===== config.mk =====
export PLATFORM = sky130hd
export DESIGN_NAME = i2c_byte_engine
export DESIGN_NICKNAME = d
export VERILOG_FILES = /design/src/rtl/i2c_pkg.sv /design/src/rtl/i2c_quarter_timer.sv /design/src/rtl/i2c_byte_engine.sv
export SDC_FILE = /design/constraint.sdc
export NUM_CORES = 1
export LEC_CHECK = 0
export BUFFER_PORTS_ARGS = -buffer_cell sky130_fd_sc_hd__buf_2
export CAP_MARGIN = 20
export CORE_ASPECT_RATIO = 1.2
export CORE_MARGIN = 1.5
export CORE_UTILIZATION = 25
export CTS_CLUSTER_DIAMETER = 60
export DETAILED_ROUTE_END_ITERATION = 12
export PLACE_DENSITY = 0.5
export SYNTH_ARGS = -nofsm -noshare
export SYNTH_HDL_FRONTEND = slang
export SYNTH_SLANG_ARGS = --single-unit

===== constraint.sdc =====
create_clock -name CLK -period 2.6 [get_ports CLK]
set_input_delay 0.52 -clock CLK [delete_from_list [all_inputs] [get_ports CLK]]
set_output_delay 0.52 -clock CLK [all_outputs]
set_load 0.1 [all_outputs]

===== src/rtl/i2c_pkg.sv =====
`default_nettype none
// ============================================================================
//  Module   : i2c_pkg
//  Purpose  : Shared definitions for the I2C byte engine: quarter-phase state
//             encodings, the default divisor width, read/write encodings and
//             the helper that decides whether the master pulls SDA low for
//             the bit currently on the bus.
//  Revision : 1.0 - initial release
// ============================================================================
package i2c_pkg;

  // Default width of the clock divisor and the quarter counter.
  localparam int k_div_width_default = 16;

  // Quarter-phase FSM encodings (explicit 4-bit width).
  typedef logic [3:0] quarter_state_t;
  localparam quarter_state_t k_idle = 4'd0;
  localparam quarter_state_t k_q0   = 4'd1;
  localparam quarter_state_t k_q1   = 4'd2;
  localparam quarter_state_t k_q2   = 4'd3;
  localparam quarter_state_t k_q3   = 4'd4;

  // Transfer direction encodings.
  localparam logic k_write = 1'b0;
  localparam logic k_read  = 1'b1;

  // Returns 1 when the master must pull SDA low for the current bit.
  // Data bits are driven only when writing; the ACK bit only when reading.
  function automatic logic sda_drive(input logic rw, input logic data_bit,
                                     input logic is_ack, input logic ack_val);
    logic pull;
    if (is_ack) begin
      pull = (rw == k_read) ? ~ack_val : 1'b0;
    end else begin
      pull = (rw == k_write) ? ~data_bit : 1'b0;
    end
    return pull;
  endfunction

endpackage : i2c_pkg
`default_nettype wire


===== src/rtl/i2c_quarter_timer.sv =====
`default_nettype none
// ============================================================================
//  Module   : i2c_quarter_timer
//  Purpose  : Quarter-phase timer. Counts CLK cycles up to the (latched)
//             divisor and emits a one-cycle terminal-count pulse, after which
//             the count restarts from zero. Supports clear and hold.
//  Ports    : CLK, RESET_N  - clock, asynchronous active-low reset
//             clear         - force the count to zero, suppress tc
//             hold          - freeze the count, suppress tc (clock stretch)
//             divisor       - terminal value (quarter length minus one)
//             tc            - terminal-count pulse
//  Revision : 1.0 - initial release
// ============================================================================
module i2c_quarter_timer
  import i2c_pkg::*;
#(
  parameter int DIV_WIDTH = k_div_width_default
) (
  input  logic                 CLK,
  input  logic                 RESET_N,
  input  logic                 clear,
  input  logic                 hold,
  input  logic [DIV_WIDTH-1:0] divisor,
  output logic                 tc
);

  logic [DIV_WIDTH-1:0] ctr;

  // Full-width equality so that an all-ones divisor is a legal terminal value.
  assign tc = ~clear & ~hold & (ctr == divisor);

  always_ff @(posedge CLK or negedge RESET_N) begin
    if (!RESET_N) begin
      ctr <= '0;
    end else if (clear || tc) begin
      ctr <= '0;
    end else if (!hold) begin
      ctr <= ctr + DIV_WIDTH'(1);
    end
  end

endmodule : i2c_quarter_timer
`default_nettype wire


===== src/rtl/i2c_byte_engine.sv =====
`default_nettype none
// ============================================================================
//  Module   : i2c_byte_engine
//  Purpose  : I2C master data-phase engine. Shifts DATA_BITS data bits plus
//             the ACK bit on/off the bus, each bit split into four quarters
//             (Q0..Q3) timed by a programmable divisor, with SCL stretching,
//             abort and a start/done handshake.
//  Ports    : CLK, RESET_N        - clock, asynchronous active-low reset
//             clock_divisor       - quarter length minus one (latched on start)
//             start               - begin a byte when idle
//             rw                  - 1 = read, 0 = write (latched on start)
//             tx_data             - byte to send MSB-first (latched on start)
//             ack_out             - ACK driven in read mode (latched on start)
//             abort               - drop the current byte
//             SDA_in, SCL_in      - sampled bus lines
//             SDA_oe, SCL_oe      - 1 = pull the line low
//             busy, done          - in progress / one-cycle completion pulse
//             rx_data, ack_in     - received bits and sampled ACK
//  Revision : 1.0 - initial release
// ============================================================================
module i2c_byte_engine
  import i2c_pkg::*;
#(
  parameter int DIV_WIDTH = k_div_width_default,
  parameter int DATA_BITS = 8
) (
  input  logic                 CLK,
  input  logic                 RESET_N,
  input  logic [DIV_WIDTH-1:0] clock_divisor,
  input  logic                 start,
  input  logic                 rw,
  input  logic [DATA_BITS-1:0] tx_data,
  input  logic                 ack_out,
  input  logic                 abort,
  input  logic                 SDA_in,
  input  logic                 SCL_in,
  output logic                 SDA_oe,
  output logic                 SCL_oe,
  output logic                 busy,
  output logic                 done,
  output logic [DATA_BITS-1:0] rx_data,
  output logic                 ack_in
);

  localparam int             IDX_W    = $clog2(DATA_BITS + 1);
  localparam logic [IDX_W-1:0] LAST_IDX = IDX_W'(DATA_BITS);

  quarter_state_t       state;
  quarter_state_t       state_nxt;
  logic [IDX_W-1:0]     bit_idx;
  logic [DATA_BITS:0]   shift;
  logic [DATA_BITS-1:0] tx_shift;
  logic [DIV_WIDTH-1:0] div_q;
  logic                 rw_q;
  logic                 ack_out_q;
  logic                 done_q;

  logic                 tc;
  logic                 timer_clear;
  logic                 timer_hold;
  logic                 last_bit;
  logic                 start_take;
  logic                 bit_drive;

  assign last_bit    = (bit_idx == LAST_IDX);
  // abort beats start when both arrive in IDLE.
  assign start_take  = (state == k_idle) && start && !abort;
  // Clearing on abort also masks tc, giving abort priority over a terminal
  // count in the same cycle.
  assign timer_clear = (state == k_idle) || abort;
  assign timer_hold  = (state == k_q1) && !SCL_in;
  // tx_shift presents the current data bit at its MSB; it only moves at the
  // end of Q3, so the SDA decision is stable across all four quarters.
  assign bit_drive   = sda_drive(rw_q, tx_shift[DATA_BITS-1], last_bit, ack_out_q);

  i2c_quarter_timer #(
    .DIV_WIDTH(DIV_WIDTH)
  ) u_timer (
    .CLK     (CLK),
    .RESET_N (RESET_N),
    .clear   (timer_clear),
    .hold    (timer_hold),
    .divisor (div_q),
    .tc      (tc)
  );

  // ---------------------------------------------------------------- state reg
  always_ff @(posedge CLK or negedge RESET_N) begin
    if (!RESET_N) begin
      state <= k_idle;
    end else begin
      state <= state_nxt;
    end
  end

  // ---------------------------------------------------------------- next state
  always_comb begin
    state_nxt = state;
    case (state)
      k_idle:  if (start_take) state_nxt = k_q0;
      k_q0:    if (tc) state_nxt = k_q1;
      k_q1:    if (tc) state_nxt = k_q2;
      k_q2:    if (tc) state_nxt = k_q3;
      k_q3:    if (tc) state_nxt = last_bit ? k_idle : k_q0;
      default: state_nxt = k_idle;
    endcase
    if (abort && (state != k_idle)) begin
      state_nxt = k_idle;
    end
  end

  // ---------------------------------------------------------------- outputs
  always_comb begin
    SCL_oe = 1'b0;
    SDA_oe = 1'b0;
    busy   = 1'b0;
    case (state)
      k_q0, k_q3: begin
        SCL_oe = 1'b1;
        SDA_oe = bit_drive;
        busy   = 1'b1;
      end
      k_q1, k_q2: begin
        SDA_oe = bit_drive;
        busy   = 1'b1;
      end
      default: ;
    endcase
  end

  // ---------------------------------------------------------------- datapath
  always_ff @(posedge CLK or negedge RESET_N) begin
    if (!RESET_N) begin
      bit_idx   <= '0;
      shift     <= '1;
      tx_shift  <= '0;
      div_q     <= '0;
      rw_q      <= k_write;
      ack_out_q <= 1'b1;
      done_q    <= 1'b0;
    end else begin
      done_q <= 1'b0;
      if (start_take) begin
        div_q     <= clock_divisor;
        rw_q      <= rw;
        tx_shift  <= tx_data;
        ack_out_q <= ack_out;
        shift     <= '1;
        bit_idx   <= '0;
      end
      // Single sample point per bit, taken even in write mode so rx_data
      // echoes the bus for arbitration readback.
      if ((state == k_q2) && tc) begin
        shift <= {shift[DATA_BITS-1:0], SDA_in};
      end
      if ((state == k_q3) && tc) begin
        if (last_bit) begin
          done_q <= 1'b1;
        end else begin
          bit_idx  <= bit_idx + IDX_W'(1);
          tx_shift <= tx_shift << 1;
        end
      end
    end
  end

  assign done    = done_q;
  assign rx_data = shift[DATA_BITS:1];
  assign ack_in  = shift[0];

endmodule : i2c_byte_engine
`default_nettype wire


==> impl_metrics.json <==
{
  "status": "completed",
  "placed_area_um2": 3480,
  "via_count": 2307,
  "cap_violations": 0,
  "fmax_mhz": 409,
  "place_hpwl_mm": 4.75,
  "fin_skew_ps": 7.56,
  "antenna_found_initial": 0,
  "peakVddDrop_mv": 0.281,
  "layout_commonest_cell": "nand2_1",
  "clock-sinks": 59,
  "track_usage_pct": 11.7,
  "hold_class": "in2async",
  "initialDrtViolationCount": 73,
  "grt_util_met1_pct": 14.0,
  "diodes": 0,
  "firstDrtPassIters": 4,
  "fp.dieW_um": 103,
  "syn_to_final_growth_pct": 26.9,
  "path_clk_slew_ps": 50,
  "timing.rr.end": "tx_shift[6]$_DFF_PN0_",
  "fin_area_um2": 3830,
  "row_count": 43,
  "die_h_um": 123,
  "cts_buffer_depth": 2,
  "crit_chain": "inv_1 -> ha_1 -> and3b_1 -> nor3_1 -> a31oi_1 -> nor2b_4 -> buf_4",
  "ant_nets": 0,
  "cp-start-kind": "flop",
  "max-slew-margin-rel_pct": 54.4,
  "fin_crit_sh_pct": 94.0,
  "postCtsHoldBufs": 0,
  "tightest_slew_ps": 683,
  "synth_seq_cells": 59,
  "postCtsSetupBuffers": 0,
  "cp_slowest_cell": "dfrtp_1",
  "wl_mm": 6.74,
  "synth_nets": 346,
  "critPathMaxFanout": 6,
  "fin_tns_setup_ps": 0,
  "ctsResizeCount": 1,
  "htree_levels": 3,
  "hold_viol": 0,
  "utilization_pct": 32.8,
  "power_density_nw_per_um2": 729,
  "viasPerCell": 4.41,
  "setup_viol": 0,
  "rsz0062_at_grt": "no",
  "r2r_setup_slack_ps": 260,
  "nNetsFinal": 396,
  "timing.rr.start": "u_timer.ctr[2]$_DFFE_PN0P_",
  "arrival_ps": 1920,
  "gp_congestion": 0.810,
  "wl_per_cell_um": 12.9,
  "yosysSeqAreaShare_pct": 49.3,
  "clk_latency_ps": 330,
  "die_area_um2": 12700,
  "mostFrequentLayoutCells": "86 x nand2_1, 49 x dfrtp_1, 43 x buf_2, 26 x nor2_1, 24 x xor2_1",
  "busiest_layer": "met2",
  "final_max_slew_viol_count": 0,
  "grt_pass1_vias": 2341,
  "met2_usage_pct": 19.0,
  "leakagePower_nw": 1.78,
  "cp.required_ps": 2080,
  "grt_max_degree": 32,
  "start_util_pct": 25.8,
  "grt_pass1_wl_mm": 11.2,
  "drc": 0,
  "crit_family": "flip-flops",
  "synth_area_per_cell_um2": 9.70,
  "synthCells": 311,
  "cts_root_buffer": "clkbuf_16",
  "cts_tree": "built",
  "yosysWarnings": 0,
  "fin_crit_ps": 2440,
  "coreArea_um2": 11700,
  "grt_overflow": 0,
  "synth.distinct_cells": 44,
  "slowest_delay_ps": 420,
  "grt_util_met3_pct": 3.96,
  "numCtsBuffers": 9,
  "rr_worst_depth": 5,
  "cp_num_buf_inv": 2,
  "path_class": "reg2out",
  "end_kind": "primary output",
  "synth_area_um2": 3020,
  "io_buffer_count": 44,
  "io_pins": 45,
  "drive_gt1_share_pct": 26.2,
  "fillers": 1220
}
==> routing by layer <==
| metal | routed length, um | share of wire, % |
|---|---|---|
| met1 | 3000 | 45 |
| met3 | 316 | 4.7 |
| met2 | 3270 | 49 |
| met4 | 148 | 2.2 |
| met5 | 0 | 0 |
==> how the worst max path moves through the flow <==
stage | start | end | slack, ps | depth (start not counted)
finish | bit_idx[0]$_DFF_PN0_ | SDA_oe | 160 | 7
CTS | bit_idx[0]$_DFF_PN0_ | SDA_oe | 120 | 7
global route | bit_idx[0]$_DFF_PN0_ | SDA_oe | 20 | 7
floorplan | state[0]$_DFFE_PN0P_ | SDA_oe | 130 | 4
global placement | u_timer.ctr[2]$_DFFE_PN0P_ | u_timer.ctr[7]$_DFFE_PN0P_ | 240 | 5
detailed placement | u_timer.ctr[2]$_DFFE_PN0P_ | tx_shift[6]$_DFF_PN0_ | 230 | 5
==> metrics by stage <==
| step | hold WS, ps | total power [mW] | instances | setup slack, ps |
|---|---|---|---|---|
| 6_report | 239 | 2.79 | 523 | 156 |
| 5_1_grt | 287 | 2.93 | 523 | 17.5 |
| 4_1_cts | 254 | 2.84 | 523 | 123 |
| 3_5_place_dp | 486 | 1.46 | 507 | 230 |
| 3_3_place_gp | 485 | 1.45 | 506 | 240 |
| 2_1_floorplan | 224 | 1.33 | 311 | 130 |
==> area by class of cell <==
cell class              count  area [um2]  area share, %
multi-input cells         229        1450           37.9
repair buffers             55         322           8.40
flip-flops and latches     59        1490           38.9
clock buffers              11         243           6.34
well taps                 157         196           5.13
clock inverters             5         100           2.61
inverters                   7        26.3          0.686
==> sequential cells by signal, summed over array words and instances (netlist names) <==
signal,flops
rw_q,1
ack_out_q,1
shift,9
state,3
done,1
tx_shift,8
bit_idx,4
div_q,16
u_timer.ctr,16
==> power breakdown <==
part,internal (mW),total (mW),switching [mW]
Clock,0.958,1.36,0.403
Sequential,1.01,1.07,0.0629
Combinational,0.149,0.361,0.211
Total,2.12,2.79,0.677
==> kinds of logic after synthesis <==
| family | synth area share, % |
|---|---|
| AND/OR/NAND/NOR | 25.7 |
| AO/OA/AOI/OAI | 5.31 |
| adder cells (fa/ha/maj) | 1.24 |
| multiplexers | 5.18 |
| flip-flops | 49.3 |
| buffers and inverters | 3.40 |
| XOR/XNOR | 9.87 |
==> cell usage after synthesis <==
cell       n  area, um2
nor3_1     6       30.0
dfrtp_1   49       1230
nor4_2     2       25.0
mux2_2     1       11.3
a31oi_1    1       6.26
nand3_1    3       15.0
or3_1      2       12.5
clkbuf_2   1       5.00
dfstp_2   10        263
o31ai_1    2       15.0
nor3b_1    1       7.51
nor3_2     1       10.0
o311ai_0   2       17.5
o21ai_1    1       5.00
mux2i_1    4       40.0
buf_4      1       7.51
and2_1     1       6.26
or4b_1     1       10.0
inv_1      7       26.3
and3b_1    1       8.76
and4_1     2       17.5
nand3_2    1       10.0
and3_1     4       25.0
nor2b_1    1       6.26
nor2_1    26       97.6
xor2_1    24        210
mux2_4     7        105
nand3b_1   1       7.51
nand4_1    5       31.3
a21boi_0   1       7.51
buf_2      3       15.0
o31a_1     9       78.8
nor4_4     1       21.3
buf_6      1       11.3
nand2_1   86        323
clkbuf_1   9       33.8
buf_1      1       3.75
nand2b_1   1       6.26
nand4_4    1       21.3
ha_1       3       37.5
o21ai_0    2       10.0
or4_1     11       82.6
a21oi_1    4       20.0
xnor2_1   10       87.6
==> worst reg2reg max path: stages (launching register included) <==
cell     delay, ps
dfrtp_1        440
xor2_1         210
nor4_4         330
nand4_4        140
or4_1          700
mux2_4         400
No activity file was read; power rests on OpenSTA's default activity.
